### src/rtl/iter_muldiv_if.sv
// rtl/iter_muldiv_if.sv - request/result handshake bundle between the EX stage and iter_muldiv
interface iter_muldiv_if #(
  parameter int WIDTH = 32
);
  logic             in_valid;
  logic             in_ready;
  logic             in_div;
  logic             in_signed;
  logic [WIDTH-1:0] in_a;
  logic [WIDTH-1:0] in_b;
  logic             out_valid;
  logic             out_ready;
  logic [WIDTH-1:0] out_hi;
  logic [WIDTH-1:0] out_lo;

  modport master (
    output in_valid, in_div, in_signed, in_a, in_b, out_ready,
    input  in_ready, out_valid, out_hi, out_lo
  );

  modport slave (
    input  in_valid, in_div, in_signed, in_a, in_b, out_ready,
    output in_ready, out_valid, out_hi, out_lo
  );
endinterface

### src/rtl/iter_muldiv.sv
// rtl/iter_muldiv.sv - iterative MULT/MULTU/DIV/DIVU unit producing HI/LO over WIDTH/BITS_PER_CYCLE cycles
// MULDIV_ZERO_SKIP_EN: skip the ITER phase when either operand is zero
module iter_muldiv #(
  parameter int WIDTH          = 32,
  parameter int BITS_PER_CYCLE = 1
) (
  input  logic         clk,
  input  logic         rst_n,
  input  logic         flush,
  iter_muldiv_if.slave bus,
  output logic         busy
);
  localparam int N  = WIDTH / BITS_PER_CYCLE;
  localparam int CW = (N > 1) ? $clog2(N) : 1;

  typedef enum logic [2:0] {S_IDLE, S_PREP, S_ITER, S_FIXUP, S_DONE} state_t;

  state_t             r_state, w_state_nx;
  logic [WIDTH-1:0]   r_a, r_b, r_opd, r_hi, r_lo;
  logic [2*WIDTH-1:0] r_acc;
  logic               r_div, r_signed, r_neg_q, r_neg_r;
  logic [CW-1:0]      r_cnt;

  logic               w_accept, w_skip, w_last, w_a_neg, w_b_neg;
  logic [WIDTH-1:0]   w_a_abs, w_b_abs, w_q_fix, w_r_fix;
  logic [2*WIDTH-1:0] w_acc_it, w_prod_fix;

  // One single-bit step: restoring divide on {rem,quot}, or shift-add multiply on {prod_hi,multiplier}
  function automatic logic [2*WIDTH-1:0] f_step(input logic [2*WIDTH-1:0] acc,
                                                input logic [WIDTH-1:0]   opd,
                                                input logic               div);
    logic [WIDTH:0] sh;
    logic [WIDTH:0] sum;
    sh  = '0;
    sum = '0;
    if (div) begin
      sh = {acc[2*WIDTH-1:WIDTH], acc[WIDTH-1]};
      if (sh >= {1'b0, opd}) begin
        sum    = sh - {1'b0, opd};
        f_step = {sum[WIDTH-1:0], acc[WIDTH-2:0], 1'b1};
      end else begin
        f_step = {sh[WIDTH-1:0], acc[WIDTH-2:0], 1'b0};
      end
    end else begin
      sum    = {1'b0, acc[2*WIDTH-1:WIDTH]} + (acc[0] ? {1'b0, opd} : {(WIDTH+1){1'b0}});
      f_step = {sum, acc[WIDTH-1:1]};
    end
  endfunction

`ifdef MULDIV_ZERO_SKIP_EN
  assign w_skip = (r_a == '0) || (r_b == '0);
`else
  assign w_skip = 1'b0;
`endif

  assign w_accept = (r_state == S_IDLE) && bus.in_valid && !flush;
  assign w_last   = (r_cnt == CW'(N - 1));
  assign w_a_neg  = r_signed && r_a[WIDTH-1];
  assign w_b_neg  = r_signed && r_b[WIDTH-1];
  assign w_a_abs  = w_a_neg ? -r_a : r_a;
  assign w_b_abs  = w_b_neg ? -r_b : r_b;

  assign w_q_fix    = r_neg_q ? -r_acc[WIDTH-1:0] : r_acc[WIDTH-1:0];
  assign w_r_fix    = r_neg_r ? -r_acc[2*WIDTH-1:WIDTH] : r_acc[2*WIDTH-1:WIDTH];
  assign w_prod_fix = r_neg_q ? -r_acc : r_acc;

  always_comb begin
    w_acc_it = r_acc;
    for (int i = 0; i < BITS_PER_CYCLE; i++) begin
      w_acc_it = f_step(w_acc_it, r_opd, r_div);
    end
  end

  always_comb begin
    w_state_nx = r_state;
    case (r_state)
      S_IDLE:  if (bus.in_valid) w_state_nx = S_PREP;
      S_PREP:  w_state_nx = w_skip ? S_FIXUP : S_ITER;
      S_ITER:  if (w_last) w_state_nx = S_FIXUP;
      S_FIXUP: w_state_nx = S_DONE;
      S_DONE:  if (bus.out_ready) w_state_nx = S_IDLE;
      default: w_state_nx = S_IDLE;
    endcase
    if (flush) begin
      w_state_nx = S_IDLE;
    end
  end

  always_ff @(posedge clk or negedge rst_n) begin
    if (!rst_n) begin
      r_state <= S_IDLE;
    end else begin
      r_state <= w_state_nx;
    end
  end

  always_ff @(posedge clk or negedge rst_n) begin
    if (!rst_n) begin
      r_a      <= '0;
      r_b      <= '0;
      r_div    <= 1'b0;
      r_signed <= 1'b0;
      r_opd    <= '0;
      r_acc    <= '0;
      r_neg_q  <= 1'b0;
      r_neg_r  <= 1'b0;
      r_cnt    <= '0;
      r_hi     <= '0;
      r_lo     <= '0;
    end else begin
      case (r_state)
        S_IDLE: begin
          if (w_accept) begin
            r_a      <= bus.in_a;
            r_b      <= bus.in_b;
            r_div    <= bus.in_div;
            r_signed <= bus.in_signed;
          end
        end
        S_PREP: begin
          r_opd   <= r_div ? w_b_abs : w_a_abs;
          r_acc   <= w_skip ? '0 : {{WIDTH{1'b0}}, (r_div ? w_a_abs : w_b_abs)};
          r_neg_q <= w_a_neg ^ w_b_neg;
          r_neg_r <= w_a_neg;
          r_cnt   <= '0;
        end
        S_ITER: begin
          r_acc <= w_acc_it;
          r_cnt <= w_last ? '0 : r_cnt + 1'b1;
        end
        S_FIXUP: begin
          // Divide-by-zero returns the raw dividend in HI regardless of signedness
          if (!flush) begin
            if (r_div && (r_b == '0)) begin
              r_hi <= r_a;
              r_lo <= '1;
            end else if (r_div) begin
              r_hi <= w_r_fix;
              r_lo <= w_q_fix;
            end else begin
              r_hi <= w_prod_fix[2*WIDTH-1:WIDTH];
              r_lo <= w_prod_fix[WIDTH-1:0];
            end
          end
        end
        default: ;
      endcase
    end
  end

  assign bus.in_ready  = (r_state == S_IDLE);
  assign bus.out_valid = (r_state == S_DONE);
  assign bus.out_hi    = r_hi;
  assign bus.out_lo    = r_lo;
  assign busy          = (r_state != S_IDLE);
endmodule

### src/flat_wrapper.sv
// flat-port wrapper written by rule: the top's interface ports become plain ports
module iter_muldiv_flat 
#(
  parameter int WIDTH          = 32,
  parameter int BITS_PER_CYCLE = 1
)
  (clk, rst_n, flush, busy, bus_in_valid, bus_in_div, bus_in_signed, bus_in_a, bus_in_b, bus_out_ready, bus_in_ready, bus_out_valid, bus_out_hi, bus_out_lo);
  iter_muldiv_if #(.WIDTH(WIDTH)) bus_i ();
  input  logic clk;
  input  logic rst_n;
  input  logic flush;
  output logic busy;
  input wire logic [$bits(bus_i.in_valid)-1:0] bus_in_valid;
  input wire logic [$bits(bus_i.in_div)-1:0] bus_in_div;
  input wire logic [$bits(bus_i.in_signed)-1:0] bus_in_signed;
  input wire logic [$bits(bus_i.in_a)-1:0] bus_in_a;
  input wire logic [$bits(bus_i.in_b)-1:0] bus_in_b;
  input wire logic [$bits(bus_i.out_ready)-1:0] bus_out_ready;
  output wire logic [$bits(bus_i.in_ready)-1:0] bus_in_ready;
  output wire logic [$bits(bus_i.out_valid)-1:0] bus_out_valid;
  output wire logic [$bits(bus_i.out_hi)-1:0] bus_out_hi;
  output wire logic [$bits(bus_i.out_lo)-1:0] bus_out_lo;
  assign bus_i.in_valid = bus_in_valid;
  assign bus_i.in_div = bus_in_div;
  assign bus_i.in_signed = bus_in_signed;
  assign bus_i.in_a = bus_in_a;
  assign bus_i.in_b = bus_in_b;
  assign bus_i.out_ready = bus_out_ready;
  assign bus_in_ready = bus_i.in_ready;
  assign bus_out_valid = bus_i.out_valid;
  assign bus_out_hi = bus_i.out_hi;
  assign bus_out_lo = bus_i.out_lo;
  iter_muldiv #(.WIDTH(WIDTH), .BITS_PER_CYCLE(BITS_PER_CYCLE)) u_core (.clk(clk), .rst_n(rst_n), .flush(flush), .bus(bus_i), .busy(busy));
endmodule
### config.mk
export PLATFORM = sky130hd
export DESIGN_NAME = iter_muldiv_flat
export DESIGN_NICKNAME = d
export VERILOG_FILES = /design/src/rtl/iter_muldiv_if.sv /design/src/rtl/iter_muldiv.sv /design/src/flat_wrapper.sv
export SDC_FILE = /design/constraint.sdc
export NUM_CORES = 1
export LEC_CHECK = 0
export BUFFER_PORTS_ARGS = -buffer_cell sky130_fd_sc_hd__buf_2
export CAP_MARGIN = 20
export CORE_MARGIN = 2
export CORE_UTILIZATION = 56
export CTS_BUF_LIST = sky130_fd_sc_hd__clkbuf_16
export CTS_CLUSTER_SIZE = 10
export DETAILED_ROUTE_END_ITERATION = 8
export PLACE_DENSITY = 0.81
export SLEW_MARGIN = 20
export SYNTH_ARGS = -nofsm -noshare
export SYNTH_HDL_FRONTEND = slang
export SYNTH_SLANG_ARGS = --single-unit
### constraint.sdc
create_clock -name clk -period 3.5 [get_ports clk]
set_clock_uncertainty 0.15 [all_clocks]
set_input_delay 0.175 -clock clk [delete_from_list [all_inputs] [get_ports clk]]
set_output_delay 0.175 -clock clk [all_outputs]
set_load 0.01 [all_outputs]
[Word level (Yosys, flattened, before mapping)]
Index checks and enable logic that the tools add are counted.
Operators by class
  mux-type cells: 22
  reductions and logical operators: 13
  eq/ne operators: 8
  $lt $le $gt $ge: 1
  add/sub/neg operators: 8
  bitwise logic cells: 2
Operators with widths (number)
  $mux W32: 11
  $mux W64: 3
  $neg A32 Y32: 4
  $pmux W64 S2: 1
  $neg A64 Y64: 1
  $add A32 B32 Y33: 1
  $ge A33 B32 Y1: 1
  $logic_not A32 Y1: 1
  $sub A32 B32 Y32: 1
  $pmux W3 S5: 1
  $mux W3: 4
  $pmux W5 S2: 1
  $eq A3 B2 Y1 const B: 2
  $ne A3 B3 Y1 const B: 2
  $add A5 B1 Y5 const B: 1
  $eq A5 B5 Y1 const B: 1
  $logic_and A1 B1 Y1: 5
  $mux W5: 1
  $reduce_and A2 Y1: 2
  $eq A3 B1 Y1 const B: 1
  $eq A3 B3 Y1 const B: 1
  $logic_not A3 Y1: 1
  $ne A3 B2 Y1 const B: 1
  $reduce_and A3 Y1: 1
  other kinds (5): 5
Storage, ports and cells
  output and inout bits: 67
  bits of input ports: 71
  register bits: 236

[Logic depth before layout (Yosys ltp)]
  word-level depth: 4
  depth in mapped cells: 14

[Least setup slack after synthesis]
Ideal clock, no wire load.
  kind: flip-flop to flip-flop
  start: reg u_core.r_acc[0]
  end: reg u_core.r_acc[62]
  stages on the path, launching flop included: 14
  slack: -116 ps
  data arrival time: 3331 ps
  clock period less this slack: 3616 ps
  data required time: 3214 ps
  cells stage by stage: dfrtp_1 > inv_1 > clkbuf_1 > nor2_1 > ha_1 > o211ai_1 > o21a_1 > a21oi_1 > a41oi_1 > o41ai_1 > a311oi_1 > o2111ai_1 > o311a_1 > o21ai_0
Between the ends
  cells in the longest elaborated chain, start to end: 4
RTL lines
  from (decl): line iter_muldiv.sv:20  | logic [2*WIDTH-1:0] r_acc;
  from (signal assigned): line iter_muldiv.sv:122  | r_acc <= w_skip ? '0 : {{WIDTH{1'b0}}, (r_div ? w_a_abs : w_b_abs)};
  from (signal assigned): line iter_muldiv.sv:128  | r_acc <= w_acc_it;
  $mux W32: line iter_muldiv.sv:45  | sum = {1'b0, acc[2*WIDTH-1:WIDTH]} + (acc[0] ? {1'b0, opd} : {(WIDTH+1){1'b0}});
  $add A32 B32 Y33: line iter_muldiv.sv:45
  $mux W64: line iter_muldiv.sv:36  | if (div) begin
  $pmux W64 S2: line iter_muldiv.sv:111  | case (r_state)
No other way between the ends.
A chain may end at the register's enable or synchronous reset.

[Worst setup path in the final report]
  start: reg u_core.r_b[18]
  end: reg u_core.r_hi[25] (netlist: u_core.bus.out_hi[25])
Between the ends
  cells in the longest elaborated chain, start to end: 3
RTL lines
  from (decl): line iter_muldiv.sv:19  | logic [WIDTH-1:0] r_a, r_b, r_opd, r_hi, r_lo;
  from (signal assigned): line iter_muldiv.sv:115  | r_b <= bus.in_b;
  $logic_not A32 Y1: line iter_muldiv.sv:134  | if (r_div && (r_b == '0)) begin
  $logic_and A1 B1 Y1: line iter_muldiv.sv:134
  $mux W32: line iter_muldiv.sv:134
  to (signal assigned): line iter_muldiv.sv:135  | r_hi <= r_a;
  to (signal assigned): line iter_muldiv.sv:138  | r_hi <= w_r_fix;
  to (signal assigned): line iter_muldiv.sv:141  | r_hi <= w_prod_fix[2*WIDTH-1:WIDTH];
  to (decl): line iter_muldiv.sv:19
No other way between the ends.

==> summary.md <==
| Metric | Value |
|---|---|
| Max-Cap Viols | `0` |
| Area occupied by registers | `5909 um2` |
| DR iter-0 viols | `2188` |
| Main combinational cell family by area after synthesis | `compound AO/OA/AOI/OAI gates` |
| CP max stage delay | `540 ps` |
| GRT overflow | `0` |
| Post-Syn Area | `17200 um2` |
| Initial antenna violation count | `0` |
| Total track usage | `38.56%` |
| Worst Setup EP | `u_core.bus.out_hi[25]$_DFFE_PN0P_` |
| Rows | `64` |
| Final HPWL DP | `45550 um` |
| CP startpoint | `u_core.r_b[18]$_DFFE_PN0P_` |
| Layout Nets | `2441` |
| Status | `finished, final reports clean` |
| Largest net degree at the start of global routing | `105` |
| Syn-to-layout area delta | `20.36%` |
| Post-synthesis simple-gate area fraction | `16.76%` |
| Crit path buf inv count | `0` |
| Part of the power in combinational logic | `64.2%` |
| H-tree Lvls | `1` |
| WP depth | `7` |
| Synthesis-stage register bit count | `236` |
| Num CTS Buffers | `28` |
| R2R cell count | `7` |
| Mux contribution to synthesized area | `7.100%` |
| Vias in the first global route | `16890` |
| Vias per cell | `6.518` |
| Reg clk slew, reported paths | `60 ps` |
| Number of flops mapped to enable cells by yosys | `0` |
| XOR/XNOR Fraction of Synth Area | `8.453%` |
| Slew Limit Fails | `0` |
| Warnings from Yosys | `0` |
| CP most frequent cell | `or4_4` |
| RR Endpoint | `u_core.bus.out_hi[25]$_DFFE_PN0P_` |
| Seq pwr share | `24.4%` |
| CTS tree | `yes` |
| Final Util | `68.03%` |
| Max Root-Sink Buffers | `3` |
| WL/cell | `23.06 um` |
| Largest area contributor in the synthesized netlist | `dfrtp_1` |
| Hold WC Path Type | `input port to asynchronous set/reset pin` |
| Critical path fanouts, max | `37` |
| Root Driver | `clkbuf_16` |
| Tcrit/Tclk final | `97.66%` |
| Die W | `179.3 um` |
| Fraction of layout cells with a size suffix above 1 | `19.33%` |
| CP top delay family | `simple AND/OR/NAND/NOR gates` |
| Antenna Nets Post-Route | `0` |
| Final-layout fill cell count | `2440` |
| Clk pwr share | `11.4%` |
| Post-synthesis adder-cell area fraction | `5.325%` |
| Asr flop ratio synth | `100.0%` |
| Reg2reg start | `u_core.r_b[18]$_DFFE_PN0P_` |
| Endpoints failing hold | `0` |
| Ant diodes | `0` |
| Share of the synthesized area in the top cell type | `34.33%` |
| Kind of critical path | `register to register` |
| Overall power | `22.74 mW` |
| Area of the multi-input gates | `10630 um2` |
| CP max-delay cell | `or4_4` |
| Die height | `179.3 um` |
| DR DRC count | `0` |
| Final min period | `3418 ps` |
| Slew @ Worst Pin | `1074 ps` |
| Core area | `30430 um2` |
| Sequential element share of the synthesized area | `34.33%` |
| GP Congestion | `1.036` |
| Leakage | `9.515 nW` |
| CP cell instances | `or4_4 > or3_4 > or4_4 > or2_4 > or4_4 > nand2_4 > o21ai_0` |
| Port bufs | `137` |
| Post-synthesis cell type count | `86` |
| Placed instance count | `2592` |
| Setup-failing EPs final | `0` |
| Sink Count | `236` |
| Fmax | `0.2926 GHz` |
| Critical path launch point type | `register` |
| Slew margin rel. | `28.42%` |
| Unrepaired setup endpoints after global routing | `true` |
| Pwr Density | `1098 nW/um2` |
| Post-synth top flop | `dfrtp_1` |
| Switching Share | `50.11%` |
| Ports | `138` |
| Die area | `32130 um2` |
| Peak VDD IR | `0.0005948 V` |
| Syn_nets | `2178` |
| Internal power | `11.34 mW` |
| Setup slack, reg-to-reg | `80 ps` |
| Worst path required time | `3750 ps` |
| Avg Cell Area, Syn | `8.452 um2` |
| Post-Synthesis Cells | `2035` |
| Worst skew pair latency | `550 ps` |
| Vias | `17620` |
| Initial Utilization | `56.53%` |
| Wirelength, routed | `62320 um` |
| Top cells by area, synth | `dfrtp_1 34%, xnor2_1 5.5%, o21ai_0 5.3%, ha_1 5.1%, nand2_1 4.8%` |
| Design area | `20700 um2` |
| Worst EP arrival | `3670 ps` |
| Area of placed instances | `19060 um2` |
| Net Sw Power | `11.39 mW` |
| Drt pass-1 iters | `6` |
| First-pass GRT wire length | `95460 um` |
| Layout Cells excl Fill | `2703` |
| Post-synthesis compound-gate area fraction | `23.29%` |
| Sum Neg Setup Slack | `0 ps` |
| Crit. End Element | `register` |
==> state kept, by name, summed over array words and instances, names as in the netlist <==
signal and cells:
u_core.r_neg_q 1, u_core.bus.out_hi 32, u_core.r_opd 32, u_core.r_div 1
u_core.r_b 32, u_core.r_neg_r 1, u_core.r_a 32, u_core.r_state 3
u_core.r_acc 64, u_core.r_signed 1, u_core.r_cnt 5, u_core.bus.out_lo 32
==> layout by cell type, fill, tap and decap left out, types with 25 or more instances in the layout <==
cell	synthesis	final
buf_2	4	136
a31oi_1	31	30
o21ai_0	181	173
nor2_1	182	179
mux2i_1	41	41
dfrtp_1	236	235
nand2_1	219	219
buf_4	2	138
nand3_1	39	39
xnor2_1	108	108
a21o_1	30	30
mux2_2	72	72
dlygate4sd3_1	0	69
ha_1	70	69
clkbuf_16	0	29
inv_1	71	76
nor3_1	40	39
xor2_1	58	58
a21oi_1	162	156
and3_1	28	27
o221ai_1	25	25
==> final cells by class <==
| cell class | count | share of cell area (%) |
|---|---|---|
| Tap cell | 396 | 2.393 |
| Multi-Input combinational cell | 1602 | 51.36 |
| Clock buffer | 29 | 3.505 |
| Timing Repair Buffer | 357 | 12.66 |
| Inverter | 73 | 1.348 |
| Clock inverter | 10 | 0.1874 |
| Sequential cell | 236 | 28.54 |
==> per-stage QoR <==
step	setup slack, ps	hold WS [ps]
6_report	81.90	59.80
5_1_grt	-42.74	122.8
4_1_cts	3.496	82.69
3_5_place_dp	-43.18	66.68
3_3_place_gp	39.96	67.70
2_1_floorplan	77.70	-270.6
==> worst min-delay path by stage <==
stage | cells past startpoint | to | slack, ps
floorplan | 0 | u_core.bus.out_hi[0]$_DFFE_PN0P_ | -270
global placement | 1 | u_core.r_b[5]$_DFFE_PN0P_ | 70
detailed placement | 1 | u_core.r_b[5]$_DFFE_PN0P_ | 70
CTS | 2 | u_core.r_b[1]$_DFFE_PN0P_ | 80
global route | 2 | u_core.r_b[10]$_DFFE_PN0P_ | 120
finish | 2 | u_core.r_b[10]$_DFFE_PN0P_ | 60
==> timing repair <==
action                     CTS  global route
hold buffers                69             0
resized for setup            5            41
gates cloned                 0             1
hold endpoints to repair   155             0
pin swaps                    0            13
buffers inserted             0             2
setup endpoints to repair   44            57
==> synth_stat cells, types with 40 or more instances <==
| cell | n |
|---|---|
| mux2_2 | 72 |
| xnor2_1 | 108 |
| nor3_1 | 40 |
| dfrtp_1 | 236 |
| clkbuf_1 | 102 |
| nor2_1 | 182 |
| inv_1 | 71 |
| a21oi_1 | 162 |
| o21ai_0 | 181 |
| mux2i_1 | 41 |
| xor2_1 | 58 |
| ha_1 | 70 |
| nand2_1 | 219 |
==> logic make-up (layout without fill, tap and decap cells) <==
family / count (synthesis) / count (layout)
adders and majority gates: 72 / 72
and+or+nand+nor: 622 / 622
muxes: 113 / 113
buffers and inverters: 197 / 469
AOI/OAI and AO/OA: 629 / 629
DFF: 236 / 236
xor gates and xnor gates: 166 / 166
==> worst reg2reg max path: cells and delay by family, from the launching register on <==
family,cells,cell delay [ps]
AND/OR/NAND/NOR,6,2540
flip-flops,1,400
AO/OA/AOI/OAI,1,190
==> layer usage <==
layer / vias to the layer above / routed length [um] / global-route usage [%]
li1: 7878 / - / -
met1: 8451 / 24590 / 51.13
met2: 1095 / 28020 / 61.62
met3: 195 / 6385 / 6.595
met4: 0 / 3323 / 17.61
met5: - / 0 / 0
==> power by group through the flow <==
stage          clock network, mW  registers [mW]  logic [mW]
2_1_floorplan                  0            5.10        9.17
3_3_place_gp                   0            5.39        13.7
3_5_place_dp                   0            5.47        13.9
4_1_cts                     2.59            5.44        14.1
5_1_grt                     2.70            5.64        15.8
6_report                    2.59            5.56        14.6
Note: power is estimated with default switching activity, not from simulation.
